===== config.mk =====
export PLATFORM = sky130hd
export DESIGN_NAME = elevator_scan_controller
export DESIGN_NICKNAME = d
export VERILOG_FILES = /design/src/rtl/elevator_scan_controller.sv
export SDC_FILE = /design/constraint.sdc
export NUM_CORES = 1
export LEC_CHECK = 0
export ABC_AREA = 1
export BUFFER_PORTS_ARGS = -buffer_cell sky130_fd_sc_hd__buf_2
export CORE_MARGIN = 5
export CORE_UTILIZATION = 45
export CTS_CLUSTER_SIZE = 25
export DETAILED_ROUTE_END_ITERATION = 12
export GPL_TIMING_DRIVEN = 0
export PLACE_DENSITY_LB_ADDON = 0.1
export SLEW_MARGIN = 25
export SYNTH_ARGS = -nofsm -noshare
export SYNTH_HDL_FRONTEND = slang
export SYNTH_SLANG_ARGS = --single-unit
export TNS_END_PERCENT = 30

===== constraint.sdc =====
create_clock -name i_clk -period 1.2 [get_ports i_clk]
set_input_delay 0.06 -clock i_clk [delete_from_list [all_inputs] [get_ports i_clk]]
set_output_delay 0.06 -clock i_clk [all_outputs]
set_load 0.05 [all_outputs]

===== src/rtl/elevator_scan_controller.sv =====
// SCAN-order elevator controller: latches floor calls, travels toward pending
// requests in the current direction, times travel and door dwell, honours SOS/overload.
module elevator_scan_controller #(
  parameter int FLOORS    = 4,
  parameter int FLOOR_W   = 2,
  parameter int MOVE_TIME = 5,
  parameter int DOOR_TIME = 2
) (
  input  logic               i_clk,
  input  logic               i_button_reset_n,
  input  logic [FLOORS-1:0]  i_call,
  input  logic               i_sos_mode,
  input  logic               i_weight_limit_exceeded,
  output logic [FLOORS-1:0]  o_led,
  output logic [FLOORS-1:0]  o_floor_onehot,
  output logic [FLOOR_W-1:0] o_floor_idx,
  output logic               o_door,
  output logic               o_moving,
  output logic               o_dir_up
);

  localparam int CNT_MAX = (MOVE_TIME > DOOR_TIME) ? MOVE_TIME : DOOR_TIME;
  localparam int CNT_W   = (CNT_MAX > 1) ? $clog2(CNT_MAX) : 1;
  localparam logic [CNT_W-1:0]  MOVE_LAST = CNT_W'(MOVE_TIME - 1);
  localparam logic [CNT_W-1:0]  DOOR_LAST = CNT_W'(DOOR_TIME - 1);
  localparam logic [CNT_W-1:0]  CNT_ZERO  = CNT_W'(0);
  localparam logic [CNT_W-1:0]  CNT_ONE   = CNT_W'(1);
  localparam logic [FLOORS-1:0] FLOOR0_OH = FLOORS'(1);

  typedef enum logic [1:0] {
    S_IDLE      = 2'd0,
    S_DOOR_OPEN = 2'd1,
    S_MOVING    = 2'd2,
    S_HALT      = 2'd3
  } state_t;

  state_t             r_state, w_state;
  logic [FLOORS-1:0]  r_led, w_led;
  logic [FLOORS-1:0]  r_floor_onehot, w_floor_onehot;
  logic [FLOOR_W-1:0] r_floor_idx, w_floor_idx;
  logic               r_dir_up, w_dir_up;
  logic               r_door, w_door;
  logic               r_moving, w_moving;
  logic [CNT_W-1:0]   r_cnt, w_cnt;

  logic [FLOORS-1:0]  w_above_mask, w_below_mask;
  logic               w_ahead_up, w_ahead_down;
  logic               w_here_call;
  logic [FLOORS-1:0]  w_step_onehot;
  logic [FLOOR_W-1:0] w_step_idx;
  logic               w_can_step;

  // Floors strictly above / below the car, and SCAN look-ahead terms
  always_comb begin
    w_above_mask = '0;
    w_below_mask = '0;
    for (int i = 0; i < FLOORS; i++) begin
      if (FLOOR_W'(i) > r_floor_idx) begin
        w_above_mask[i] = 1'b1;
      end else begin
        w_above_mask[i] = 1'b0;
      end
      if (FLOOR_W'(i) < r_floor_idx) begin
        w_below_mask[i] = 1'b1;
      end else begin
        w_below_mask[i] = 1'b0;
      end
    end
    w_ahead_up    = |(r_led & w_above_mask);
    w_ahead_down  = |(r_led & w_below_mask);
    w_here_call   = |(i_call & r_floor_onehot);
    w_step_onehot = r_dir_up ? (r_floor_onehot << 1'b1) : (r_floor_onehot >> 1'b1);
    w_step_idx    = r_dir_up ? (r_floor_idx + FLOOR_W'(1)) : (r_floor_idx - FLOOR_W'(1));
    w_can_step    = r_dir_up ? ~r_floor_onehot[FLOORS-1] : ~r_floor_onehot[0];
  end

  // Next-state and next-output logic
  always_comb begin
    w_state        = r_state;
    w_led          = r_led;
    w_floor_onehot = r_floor_onehot;
    w_floor_idx    = r_floor_idx;
    w_dir_up       = r_dir_up;
    w_door         = r_door;
    w_moving       = r_moving;
    w_cnt          = r_cnt;

    if (i_sos_mode) begin
      // Emergency halt drops every request, including one arriving this edge
      w_state  = S_HALT;
      w_led    = '0;
      w_door   = 1'b0;
      w_moving = 1'b0;
      w_cnt    = CNT_ZERO;
    end else begin
      case (r_state)
        S_IDLE: begin
          w_led    = r_led | (i_call & ~r_floor_onehot);
          w_door   = 1'b0;
          w_moving = 1'b0;
          w_cnt    = CNT_ZERO;
          if (w_here_call || i_weight_limit_exceeded) begin
            w_state = S_DOOR_OPEN;
            w_door  = 1'b1;
          end else if ((r_dir_up && w_ahead_up) || (!r_dir_up && w_ahead_down)) begin
            w_state  = S_MOVING;
            w_moving = 1'b1;
          end else if (w_ahead_up) begin
            w_state  = S_MOVING;
            w_moving = 1'b1;
            w_dir_up = 1'b1;
          end else if (w_ahead_down) begin
            w_state  = S_MOVING;
            w_moving = 1'b1;
            w_dir_up = 1'b0;
          end else begin
            w_state = S_IDLE;
          end
        end

        S_DOOR_OPEN: begin
          w_led    = r_led | (i_call & ~r_floor_onehot);
          w_door   = 1'b1;
          w_moving = 1'b0;
          if (w_here_call || i_weight_limit_exceeded) begin
            w_cnt = CNT_ZERO;
          end else if (r_cnt == DOOR_LAST) begin
            w_state = S_IDLE;
            w_door  = 1'b0;
            w_cnt   = CNT_ZERO;
          end else begin
            w_cnt = r_cnt + CNT_ONE;
          end
        end

        S_MOVING: begin
          w_led    = r_led | i_call;
          w_door   = 1'b0;
          w_moving = 1'b1;
          if (r_cnt == MOVE_LAST) begin
            w_cnt = CNT_ZERO;
            if (w_can_step) begin
              w_floor_idx    = w_step_idx;
              w_floor_onehot = w_step_onehot;
              // Arrival decision uses the registered request, so a same-edge call stays cleared
              if (|(r_led & w_step_onehot)) begin
                w_led    = (r_led | i_call) & ~w_step_onehot;
                w_state  = S_DOOR_OPEN;
                w_door   = 1'b1;
                w_moving = 1'b0;
              end else begin
                w_state = S_MOVING;
              end
            end else begin
              w_state  = S_IDLE;
              w_moving = 1'b0;
            end
          end else begin
            w_cnt = r_cnt + CNT_ONE;
          end
        end

        S_HALT: begin
          w_state  = S_IDLE;
          w_led    = '0;
          w_door   = 1'b0;
          w_moving = 1'b0;
          w_cnt    = CNT_ZERO;
        end

        default: begin
          w_state  = S_IDLE;
          w_led    = '0;
          w_door   = 1'b0;
          w_moving = 1'b0;
          w_cnt    = CNT_ZERO;
        end
      endcase
    end
  end

  // State and output registers
  always_ff @(posedge i_clk or negedge i_button_reset_n) begin
    if (!i_button_reset_n) begin
      r_state        <= S_IDLE;
      r_led          <= '0;
      r_floor_onehot <= FLOOR0_OH;
      r_floor_idx    <= '0;
      r_dir_up       <= 1'b1;
      r_door         <= 1'b0;
      r_moving       <= 1'b0;
      r_cnt          <= CNT_ZERO;
    end else begin
      r_state        <= w_state;
      r_led          <= w_led;
      r_floor_onehot <= w_floor_onehot;
      r_floor_idx    <= w_floor_idx;
      r_dir_up       <= w_dir_up;
      r_door         <= w_door;
      r_moving       <= w_moving;
      r_cnt          <= w_cnt;
    end
  end

  assign o_led          = r_led;
  assign o_floor_onehot = r_floor_onehot;
  assign o_floor_idx    = r_floor_idx;
  assign o_door         = r_door;
  assign o_moving       = r_moving;
  assign o_dir_up       = r_dir_up;

endmodule


==> Word level (Yosys, flattened, before mapping) <==
Index checks and enable logic that the tools add are counted.
W data, S select, Z words.
{ "totals": {"ff_bits": 18, "input_bits": 8, "out_inout_bits": 13, "wordCells": 110} }
{ "classes": {"addsub": 3, "magnitude_cmp": 8, "eq_ne": 8, "n_mux": 51, "bitwise": 15, "n_reduce_logical": 17} }
{ "ops": {"columns": ["operator", "n"], "rows": [
  ["$mux W1", 26],
  ["$and A4 B4 Y4", 6],
  ["$mux W2", 11],
  ["$mux W4", 5],
  ["$reduce_or A4 Y1", 4],
  ["$mux W3", 4],
  ["$pmux W4 S3", 1],
  ["$ne A3 B3 Y1 const B", 3],
  ["$pmux W3 S3", 1],
  ["$not A4 Y4", 2],
  ["$or A4 B4 Y4", 2],
  ["$pmux W2 S4", 1],
  ["$reduce_or A2 Y1", 3],
  ["$not A1 Y1", 5],
  ["$reduce_and A5 Y1", 1],
  ["$eq A2 B2 Y1 const B", 2],
  ["$gt A1 B2 Y1 const A", 2],
  ["$gt A2 B2 Y1 const A", 2],
  ["$lt A1 B2 Y1 const A", 2],
  ["$lt A2 B2 Y1 const A", 2],
  ["$pmux W1 S4", 1],
  ["$reduce_and A4 Y1", 1],
  ["$add A3 B1 Y3 const B", 1],
  ["$eq A3 B1 Y1 const B", 1],
  ["other kinds (11)", 13]
]} }

==> Longest topological paths before layout <==
Gate-level depths: netlist of the first run.
{ "depth": {"ltp_word": 10, "depth_mapped": 11, "ltp_nobuf": 11} }

==> Worst setup path before layout of the first run <==
No wires, ideal clock.
{ "synth_path": {"kind": "reg2reg", "startpoint": "reg r_floor_idx[0] (netlist: o_floor_idx[0])", "endpoint": "reg r_state[1]", "setup_ns": 0.136, "t_arrival_ns": 1.640, "path_slack_ns": -0.576, "path_stages_with_launch": 11, "n_path_buf": 0, "period_less_slack_ns": 1.776, "cell_sequence": "dfrtp_1 > inv_1 > ha_1 > nand2_1 > o21ai_0 > nor2_1 > nand2_1 > nand2_1 > nand2_1 > nand2_1 > nand3_1"} }
{ "synth_via": {"elab_chain_cells": 10, "elab_cells_between_ends": 29, "classes_between": "order compare: 8; mux: 14; bitwise: 2; reduce/logical: 5"} }
{ "synth_rtl": {"columns": ["element", "line_no", "source"], "rows": [
  ["from (decl)", "40", "logic [FLOOR_W-1:0] r_floor_idx, w_floor_idx;"],
  ["from (signal assigned)", "197", "r_floor_idx <= w_floor_idx;"],
  ["$lt A1 B2 Y1, or another cell as far along", "63", "if (FLOOR_W'(i) < r_floor_idx) begin"],
  ["$mux W1 (on tied branches)", "63, 58", null],
  ["$and A4 B4 Y4 (on tied branches)", "70, 69", null],
  ["$reduce_or A4 Y1 (on tied branches)", "70, 69", null],
  ["$mux W2 or $logic_and A1 B1 Y1 (tied branches)", "112, 105", null],
  ["$mux W2 or $logic_or A1 B1 Y1 (tied branches)", "108, 105", null],
  ["$mux W2 *", "105", "end else if ((r_dir_up && w_ahead_up) || (!r_dir_up && w_ahead_down)) begin"],
  ["$mux W2 *", "102", "if (w_here_call || i_weight_limit_exceeded) begin"],
  ["$pmux W2 S4 *", "96", "case (r_state)"],
  ["$mux W2 *", "88", "if (i_sos_mode) begin"],
  ["to (signal assigned)", "194", "r_state <= w_state;"],
  ["to (decl)", "37", "state_t r_state, w_state;"]
]} }
Mark *: on every way between the ends. The rest lies on a longest branch, timed or not.
A chain may end at the register's enable or synchronous reset.

==> Worst setup path in the final report of the first run <==
{ "layout_path": {"startpoint": "reg r_floor_idx[1] (netlist: o_floor_idx[1])", "endpoint": "reg r_state[1]"} }
The elaborated chain is that of the path after synthesis.

==> results of run 1 <==
layer usage:
layer / share of wire, % / vias to the layer above
met4: 1.8 / 0
met5: 0 / -
met2: 48 / 27
li1: - / 601
met1: 45 / 548
met3: 4.4 / 7
repair_timing:
item,in CTS,in global routing
setup endpoints to repair,19,20
buffers inserted,2,2
resized for setup,16,8
endpoints found under the hold margin,18,0
hold buffers,2,0
pin swaps,3,4
cells by family (layout without fill, tap and decap cells):
group / Yosys count / after routing / share of synthesized area (%)
simple gates: 85 / 85 / 30.7
buf+inv: 30 / 60 / 10.1
compound gates: 27 / 27 / 12.2
flops: 18 / 18 / 35.8
fa+ha+maj: 10 / 10 / 9.89
xor+xnor: 2 / 2 / 1.39
state kept, by name, summed over array words and instances (netlist names):
signal          cells
o_door              1
o_moving            1
o_dir_up            1
o_led               4
o_floor_idx         2
o_floor_onehot      4
r_cnt               3
r_state             2
power by group:
part	switching, mW	internal, mW	total [mW]
Combinational	0.324	0.150	0.474
Clock	0.192	0.130	0.322
Sequential	0.0391	0.649	0.688
tightest hold or removal path: stages:
cell and delay [ns]:
buf_2 0.08, o21ai_0 0.07, a21oi_1 0.11
cell type report:
cell class	instances	area (µm²)
Timing Repair Buffer	26	159
Fill cell	266	1130
Sequential cell	18	460
Multi-Input combinational cell	124	771
Tap cell	31	38.8
Clock buffer	4	26.3
Inverter	28	125
Buffer	2	18.8
final timing paths:
check                                                    from                       endpoint  cells after the start
worst max-delay path               o_floor_idx[1]$_DFFE_PN0P_         r_state[1]$_DFFE_PN0P_                     11
worst min-delay path                                i_call[3]             o_led[3]$_DFF_PN0_                      3
worst max register to register     o_floor_idx[1]$_DFFE_PN0P_         r_state[1]$_DFFE_PN0P_                     11
worst min register to register  o_floor_onehot[0]$_DFFE_PN1P_  o_floor_onehot[0]$_DFFE_PN1P_                      2
max in group asynchronous                    i_button_reset_n  o_floor_onehot[0]$_DFFE_PN1P_                      2
min in group asynchronous                    i_button_reset_n         r_state[0]$_DFFE_PN0P_                      2
per-stage QoR:
step                      instance area [µm²]  utilization, %  hold WS [ns]  cells
after floorplan                          1320               -        -0.236    172
after global placement                   1460            53.4        0.0224    223
after detailed placement                 1460            53.4        0.0251    223
after CTS                                1560            57.2        0.0464    231
after global routing                     1600            58.5        0.0997    233
final                                    1600            58.5        0.0541    233
cell usage in the layout, fill, tap and decap left out, types with 5 or more instances in the layout:
master,n
inv_1,20
nand2_1,37
buf_4,5
buf_2,18
dfrtp_1,14
nand3_1,14
o21ai_0,8
ha_1,5
o21ai_1,5
nand2_2,11
nor2_1,10
a21oi_1,7
==> flow_summary.yaml, run 1 <==
run_status:
  status: "finished, violations left"
  violations: "setup timing"
global_routing:
  overflow: 0
  track_usage_pct: 16.0
  met1_usage_pct: 20.1
  top_usage_layer: "met2"
  grt_pass1_vias: 1185
  grt_util_met2_pct: 26.4
  grtUsageMet3_pct: 3.42
  grt_max_degree: 19
  grt_pass1_wl_um: 5130
  antenna_found_initial: 0
sta:
  setup_viol: 17
  worst_slack_ns: -0.288
  slew_headroom_pct: 72.0
  fin_crit_sh_pct: 124
  rsz0062_at_grt: "true"
  setup_tns_ns: -3.27
  finalHoldViolCount: 0
  slew_viol_final: 0
  max_freq_mhz: 672
  period_needed_ns: 1.49
  tightest_slew_ns: 0.420
  clock_skew_ns: 0.00630
floorplan:
  initial_utilization_pct: 46.3
  core_um2: 2730
  fp.dieH_um: 63.0
  ioPinCount: 21
  die_w_um: 63.0
  fp-row-count: 19
  die-area_um2: 3970
synthesis:
  netlist.area_leader.share_pct: 31.7
  synth_ff_type: "dfrtp_1"
  yosysWarnings: 0
  synthTopCellsByCount: "45 x nand2_1, 25 x inv_1, 16 x dfrtp_1, 15 x nand3_1"
  synth_most_common_cell: "nand2_1"
  synth.largest_area_cell: "dfrtp_1"
  ys_types: 27
  synth_edf_count: 0
  ys_async_sr_fraction_pct: 100
  synth_area_per_cell_um2: 7.35
  synth_area_leaders: "dfrtp_1 32%, nand2_1 13%, ha_1 9.9%, inv_1 7.4%, nand3_1 5.9%"
  yosysSeqAreaShare_pct: 35.8
  synth_nets: 190
  synth_cells: 172
  synth_area_um2: 1260
  synth-seq-cells: 18
critical_path:
  path_max_fanout: 5
  cp.required_ns: 1.37
  end_kind: "flop"
  crit_arrival_ns: 1.66
  path_class: "flop to flop"
  r2r_setup_slack_ns: -0.29
  slowest_stage: "dfrtp_4"
  max_stage_delay_ns: 0.54
  cp.buffers_inverters: 2
  path_common_cell: "nand2_1"
  cp-start-kind: "flop"
  path_delay_family: "simple AND/OR/NAND/NOR gates"
  cp_cell_sequence: "inv_6 > ha_4 > inv_2 > nand2_1 > nor2_1 > nor2_1 > nand2_1 > nand2_2 > nand2_2 > nand2_1 > nand3_1"
layout:
  area_growth_pct: 26.4
  layout.nets: 221
  layout-drive-gt1-share_pct: 34.2
  n_antenna_cell: 0
route:
  drt_iter0_markers: 105
  drcViolationCount: 0
  routedWlPerCell_um: 12.6
  dr.pass1.iters: 4
  num_vias: 1183
  antenna_left: 0
  drt_wl_total_um: 2940
  via_per_inst: 5.08
placement:
  pre_cts_ws_ns: -0.289
  hpwlAfterDp_um: 2260
  io_buffer_count: 20
  place_congestion: 0.839
clock_network:
  cts_buffers: 3
  clk_pin_slew_ns: 0.10
  root_buffer: "clkbuf_4"
  cts_tree: "built"
  insertion_delay_ns: 0.30
  htreeDepth: 1
  clk_path_buf_depth: 2
  cts.sinks: 18
pwr:
  p_leak_nw: 0.803
  power.density_nw_per_um2: 928
  finalPower_mw: 1.48
  ir_worst_vdd_mv: 0.655
worst_hold_path:
  worstHoldPathType: "input port to flop"
job:
  cap_viol_max_count: 0
(Power assumes the default switching activity.)
==> inputs of run 2 (changes only) <==
- CTS_BUF_LIST: unset -> sky130_fd_sc_hd__clkbuf_2 sky130_fd_sc_hd__clkbuf_4 sky130_fd_sc_hd__clkbuf_8
==> run 2 against run 1 <==
The flow still finishes with violations (setup timing). Global-route usage fell by 0.26 points. Count of clock-buffer cells in the layout did not move. Via count rose by 0.34%. Non-clock buffer count did not move. Clock skew rose by 0.0039 ns. Power rose by 2.3%. Setup slack improved by 0.0020 ns. Worst hold slack barely moved. Fmax rose by 0.14%. Wire length rose by 0.85%. Sequential share of layout area fell by 0.51 points. Flip-flop and latch count did not move. Largest cell class unchanged. Largest power group unchanged.
==> flow_summary.yaml, run 2 (same netlist as run 1, synthesis figures left out) <==
worst_hold_path:
  min_path_cells: 3
  hold_path_end: "o_led[3]$_DFF_PN0_"
  worstHoldPathType: "input port to flop"
  holdCritStartpoint: "i_call[3]"
layout:
  fillerInstances: 256
  n_antenna_cell: 0
  area_growth_pct: 28.7
  final_cell_mix: "37 x nand2_1, 20 x inv_1, 18 x buf_2, 14 x nand3_1, 14 x dfrtp_1"
  final_common_cell: "nand2_1"
  layout.nets: 221
  layout-drive-gt1-share_pct: 35.6
clock_network:
  root_buffer: "clkbuf_4"
  htreeDepth: 1
  clk_pin_slew_ns: 0.11
  cts.sinks: 18
  cts_buffers: 3
  cts_tree: "built"
  clk_path_buf_depth: 2
  insertion_delay_ns: 0.30
sta:
  clock_skew_ns: 0.0102
  worst_slack_ns: -0.286
  finalHoldViolCount: 0
  tightest_slew_ns: 0.441
  fin_crit_sh_pct: 124
  period_needed_ns: 1.49
  slew_headroom_pct: 70.6
  rsz0062_at_grt: "true"
  slew_viol_final: 0
  timing.hold.ws_ns: 0.0541
  setup_viol: 17
  max_freq_mhz: 673
critical_path:
  r2r_setup_slack_ns: -0.29
  path_class: "flop to flop"
  crit_arrival_ns: 1.65
  r2r-end: "r_state[1]$_DFFE_PN0P_"
  reg2reg_depth: 11
  path_max_fanout: 5
  rr_startpoint: "o_floor_idx[1]$_DFFE_PN0P_"
  cp.required_ns: 1.37
  cp-start-kind: "flop"
  end_kind: "flop"
floorplan:
  die_w_um: 63.0
  initial_utilization_pct: 46.3
  ioPinCount: 21
  core_um2: 2730
  fp-row-count: 19
  fp.dieH_um: 63.0
  die-area_um2: 3970
global_routing:
  track_usage_pct: 15.7
  grt_max_degree: 19
  grt_pass1_vias: 1170
  antenna_found_initial: 0
  overflow: 0
  grt_pass1_wl_um: 5090
route:
  antenna_left: 0
  dr.pass1.iters: 4
  drcViolationCount: 0
  routedWlPerCell_um: 12.7
  via_per_inst: 5.09
  drt_wl_total_um: 2970
  drt_iter0_markers: 87
  num_vias: 1187
placement:
  place_congestion: 0.839
  io_buffer_count: 20
  hpwlAfterDp_um: 2260
  pre_cts_ws_ns: -0.289
run_status:
  violations: "setup timing"
  status: "finished, violations left"
pwr:
  p_leak_nw: 0.811
  ir_worst_vdd_mv: 0.766
  power.density_nw_per_um2: 933
job:
  cap_viol_max_count: 0
run 2: cell types whose count changed in the layout (fill, tap and decap cells not counted):
cell / previous run / this run
nand2_4: 1 / 3
clkbuf_4: 3 / 4
ha_2: 2 / 1
ha_4: 3 / 4
nor2_2: 4 / 6
clkbuf_1: 2 / 1
nand2_2: 11 / 9
nor2_1: 10 / 8
run 2: metal layers:
layer	GRT usage, %	wire (µm)	share of wire [%]	vias to the layer above
li1	-	-	-	604
met1	20.2	1370	46	546
met2	25.8	1400	47	32
met3	3.42	153	5.2	5
met4	5.57	42	1.4	0
met5	0	0	0	-
run 2: stage by stage:
stage               setup TNS [ns]  area (µm²)  std cells  total power [mW]  utilization [%]
floorplan                    -4.28        1320        172              1.01                -
finish                       -3.28        1630        233              1.52             59.5
CTS                          -3.30        1550        230              1.49             56.8
detailed placement           -3.26        1460        223              1.13             53.4
global route                 -5.11        1630        233              1.62             59.5
global placement             -2.96        1460        223              1.12             53.4
run 2: critical path: stages (launching register included):
cell,delay (ns)
dfrtp_4,0.55
inv_6,0.10
ha_4,0.12
inv_2,0.02
nand2_1,0.04
nor2_1,0.04
nor2_1,0.11
nand2_1,0.10
nand2_2,0.09
nand2_2,0.06
nand2_1,0.06
nand3_1,0.06
run 2: layout make-up:
| type | instances | area, µm² | share of cell area [%] |
|---|---|---|---|
| Buffer | 2 | 18.8 | 1.15 |
| Tap cell | 31 | 38.8 | 2.38 |
| Sequential cell | 18 | 460 | 28.3 |
| Multi-Input combinational cell | 124 | 796 | 48.9 |
| Timing Repair Buffer | 26 | 159 | 9.76 |
| Clock buffer | 4 | 30.0 | 1.84 |
| Inverter | 28 | 125 | 7.69 |
run 2: worst max path at each step:
stage          slack (ns)                        from                         end
2_1_floorplan       -0.31        o_dir_up$_DFFE_PN1P_  o_floor_idx[0]$_DFFE_PN0P_
4_1_cts             -0.29  o_floor_idx[1]$_DFFE_PN0P_      r_state[1]$_DFFE_PN0P_
3_5_place_dp        -0.29  o_floor_idx[1]$_DFFE_PN0P_      r_state[1]$_DFFE_PN0P_
6_report            -0.29  o_floor_idx[1]$_DFFE_PN0P_      r_state[1]$_DFFE_PN0P_
3_3_place_gp        -0.26  o_floor_idx[1]$_DFFE_PN0P_      r_state[1]$_DFFE_PN0P_
5_1_grt             -0.39  o_floor_idx[1]$_DFFE_PN0P_      r_state[1]$_DFFE_PN0P_
run 2: power breakdown:
part	total, mW	switching (mW)	leakage [nW]	internal, mW
clock network	0.346	0.194	0.0184	0.152
registers	0.688	0.0389	0.218	0.649
logic	0.484	0.330	0.574	0.154
total	1.52	0.563	0.811	0.955
run 2: repair_timing:
item | 4_1_cts | 5_1_grt
resized for setup | 14 | 15
pin swaps | 4 | 7
buffers inserted | 1 | 3
setup endpoints to repair | 19 | 19
hold endpoints to repair | 17 | 0
cloned | 0 | 0
hold buffers | 2 | 0
==> inputs of run 3 (changes only) <==
- ABC_AREA: 1 -> unset
- CORE_MARGIN: 5 -> 3
==> run 3 against run 2 <==
The flow still finishes with violations (setup timing). Sequential power increased by 23%. Fmax decreased by 17%. Critical path depth decreased by 6. Wire length increased by 14%. Clock skew decreased by 0.0033 ns. Synthesized cell count decreased by 28%. Sequential share of layout area decreased by 0.84 points. Register-to-register slack got worse by 0.30 ns. Die area decreased by 14%. Count of clock-buffer cells in the layout unchanged. Power increased by 60%. Critical path type unchanged. Critical endpoint is now o_led[1]$_DFF_PN0_. Largest power group is now combinational cells.
==> flow_summary.yaml, run 3 <==
clock_network:
  cts_buffers: 3
  clk_pin_slew_ns: 0.12
  cts.sinks: 18
  cts_tree: "built"
  htreeDepth: 1
  root_buffer: "clkbuf_4"
  clk_path_buf_depth: 2
  insertion_delay_ns: 0.30
layout:
  n_antenna_cell: 0
  finish.utilization_pct: 65.7
  layout.nets: 179
  final_common_cell: "buf_2"
  final_cell_mix: "16 x buf_2, 11 x dfrtp_1, 10 x buf_4, 9 x ha_1"
  area_growth_pct: 34.5
  fillerInstances: 205
  layout-drive-gt1-share_pct: 48.8
pwr:
  p_leak_nw: 0.763
  ir_worst_vdd_mv: 1.07
  finalPower_mw: 2.43
  power.density_nw_per_um2: 1450
global_routing:
  track_usage_pct: 19.4
  grt_pass1_vias: 1077
  grt_max_degree: 19
  grt_pass1_wl_um: 5040
  antenna_found_initial: 0
  overflow: 0
sta:
  setup_viol: 20
  worst_slack_ns: -0.587
  max_freq_mhz: 560
  finalHoldViolCount: 0
  slew_viol_final: 0
  tightest_slew_ns: 0.523
  slew_headroom_pct: 65.1
  clock_skew_ns: 0.00692
  period_needed_ns: 1.79
  fin_crit_sh_pct: 149
  rsz0062_at_grt: "true"
critical_path:
  end_kind: "flop"
  cp_cell_sequence: "buf_6 > mux2_4 > a22oi_4 > a21oi_4 > a311oi_2"
  cp.required_ns: 1.41
  slowest_stage: "dfstp_2"
  crit_arrival_ns: 2.00
  path_class: "flop to flop"
  path_max_fanout: 5
  cp-start-kind: "flop"
  max_stage_delay_ns: 0.55
floorplan:
  fp-row-count: 18
  initial_utilization_pct: 48.9
  die-area_um2: 3430
  core_um2: 2540
  die_w_um: 58.6
  fp.dieH_um: 58.6
  ioPinCount: 21
job:
  cap_viol_max_count: 0
run_status:
  status: "finished, violations left"
  violations: "setup timing"
synthesis:
  ys_types: 46
  synth_edf_count: 0
  yosysWarnings: 0
  synth.largest_area_cell: "dfrtp_1"
  synth_area_um2: 1240
  synth-seq-cells: 18
  synth_nets: 142
  synth_area_leaders: "dfrtp_1 32%, ha_1 10%, dfstp_2 4.2%, mux2_2 3.6%, nand2_1 3.6%"
  synth_ff_type: "dfrtp_1"
  netlist.area_leader.share_pct: 32.2
  ys_async_sr_fraction_pct: 100
  synth_cells: 124
  yosysSeqAreaShare_pct: 36.4
  synthTopCellsByCount: "16 x dfrtp_1, 12 x nand2_1, 10 x ha_1, 9 x inv_1, 8 x a21oi_1"
  synth_area_per_cell_um2: 10.0
  synth_most_common_cell: "dfrtp_1"
route:
  num_vias: 1163
  drt_wl_total_um: 3390
  antenna_left: 0
  dr.pass1.iters: 4
  drt_iter0_markers: 63
  routedWlPerCell_um: 17.8
  drcViolationCount: 0
  via_per_inst: 6.12
placement:
  hpwlAfterDp_um: 2110
  place_congestion: 0.823
  pre_cts_ws_ns: -0.751
  io_buffer_count: 19
worst_hold_path:
  worstHoldPathType: "input port to flop"
## run 3: logic make-up (layout without fill, tap and decap cells)
logic type,count (synthesis),after routing,synth area share (%)
AOI/OAI and AO/OA,39,39,24.9
muxes,8,8,7.24
DFF,18,18,36.4
xor gates and xnor gates,2,2,1.41
buffers and inverters,14,50,5.23
adders and majority gates,10,10,10.1
and+or+nand+nor,33,33,14.8
## run 3: critical path: cells and delay by family (launching register included)
family,cells,cell delay (ns)
AO/OA/AOI/OAI,3,0.67
buffers and inverters,1,0.14
flip-flops,1,0.55
multiplexers,1,0.34
## run 3: final timing paths
path,from,to,slack [ns],cells after the start
max in group asynchronous,i_button_reset_n,o_dir_up$_DFFE_PN1P_,0.65,2
hold reg to reg,r_cnt[0]$_DFF_PN0_,r_cnt[0]$_DFF_PN0_,0.49,1
setup reg to reg,o_dir_up$_DFFE_PN1P_,o_led[1]$_DFF_PN0_,-0.59,5
hold / removal,i_call[3],o_led[3]$_DFF_PN0_,0.1,3
setup / recovery,o_dir_up$_DFFE_PN1P_,o_led[1]$_DFF_PN0_,-0.59,5
min in group asynchronous,i_button_reset_n,o_led[2]$_DFF_PN0_,0.21,2
## run 3: area by class of cell
type / instances / area, µm² / area share [%]
Inverter: 9 / 33.8 / 2.02
Tap cell: 30 / 37.5 / 2.24
Timing Repair Buffer: 34 / 240 / 14.4
Multi-Input combinational cell: 92 / 847 / 50.6
Sequential cell: 18 / 459 / 27.4
Buffer: 3 / 18.8 / 1.12
Clock buffer: 4 / 36.3 / 2.17
## run 3: repair_timing
action	CTS	global route
gates cloned	0	0
hold buffers	1	0
setup buffers	5	9
gates resized for setup	13	26
pin swaps	2	14
endpoints found under the setup margin	19	22
hold endpoints to repair	18	0
## run 3: power breakdown
part	switching (mW)	leakage, nW	internal (mW)	total, mW
Clock	0.208	0.0210	0.185	0.394
Sequential	0.134	0.217	0.715	0.849
Combinational	0.733	0.525	0.453	1.19
## run 3: routing by layer
layer / GRT usage [%] / part of all wire [%]
met5: 0 / 0
met2: 30.0 / 47
met1: 26.0 / 42
met3: 3.51 / 8.2
met4: 10.0 / 2.6
## run 3: stage by stage
step | TNS, ns | instance area (µm²) | std cells | hold slack [ns]
after floorplan | -10.31 | 1250 | 124 | -0.236
after global placement | -9.50 | 1380 | 173 | 0.0137
after detailed placement | -9.79 | 1380 | 173 | 0.0202
after CTS | -8.90 | 1520 | 183 | 0.0450
after global routing | -9.20 | 1670 | 190 | 0.0957
final | -8.22 | 1670 | 190 | 0.0959
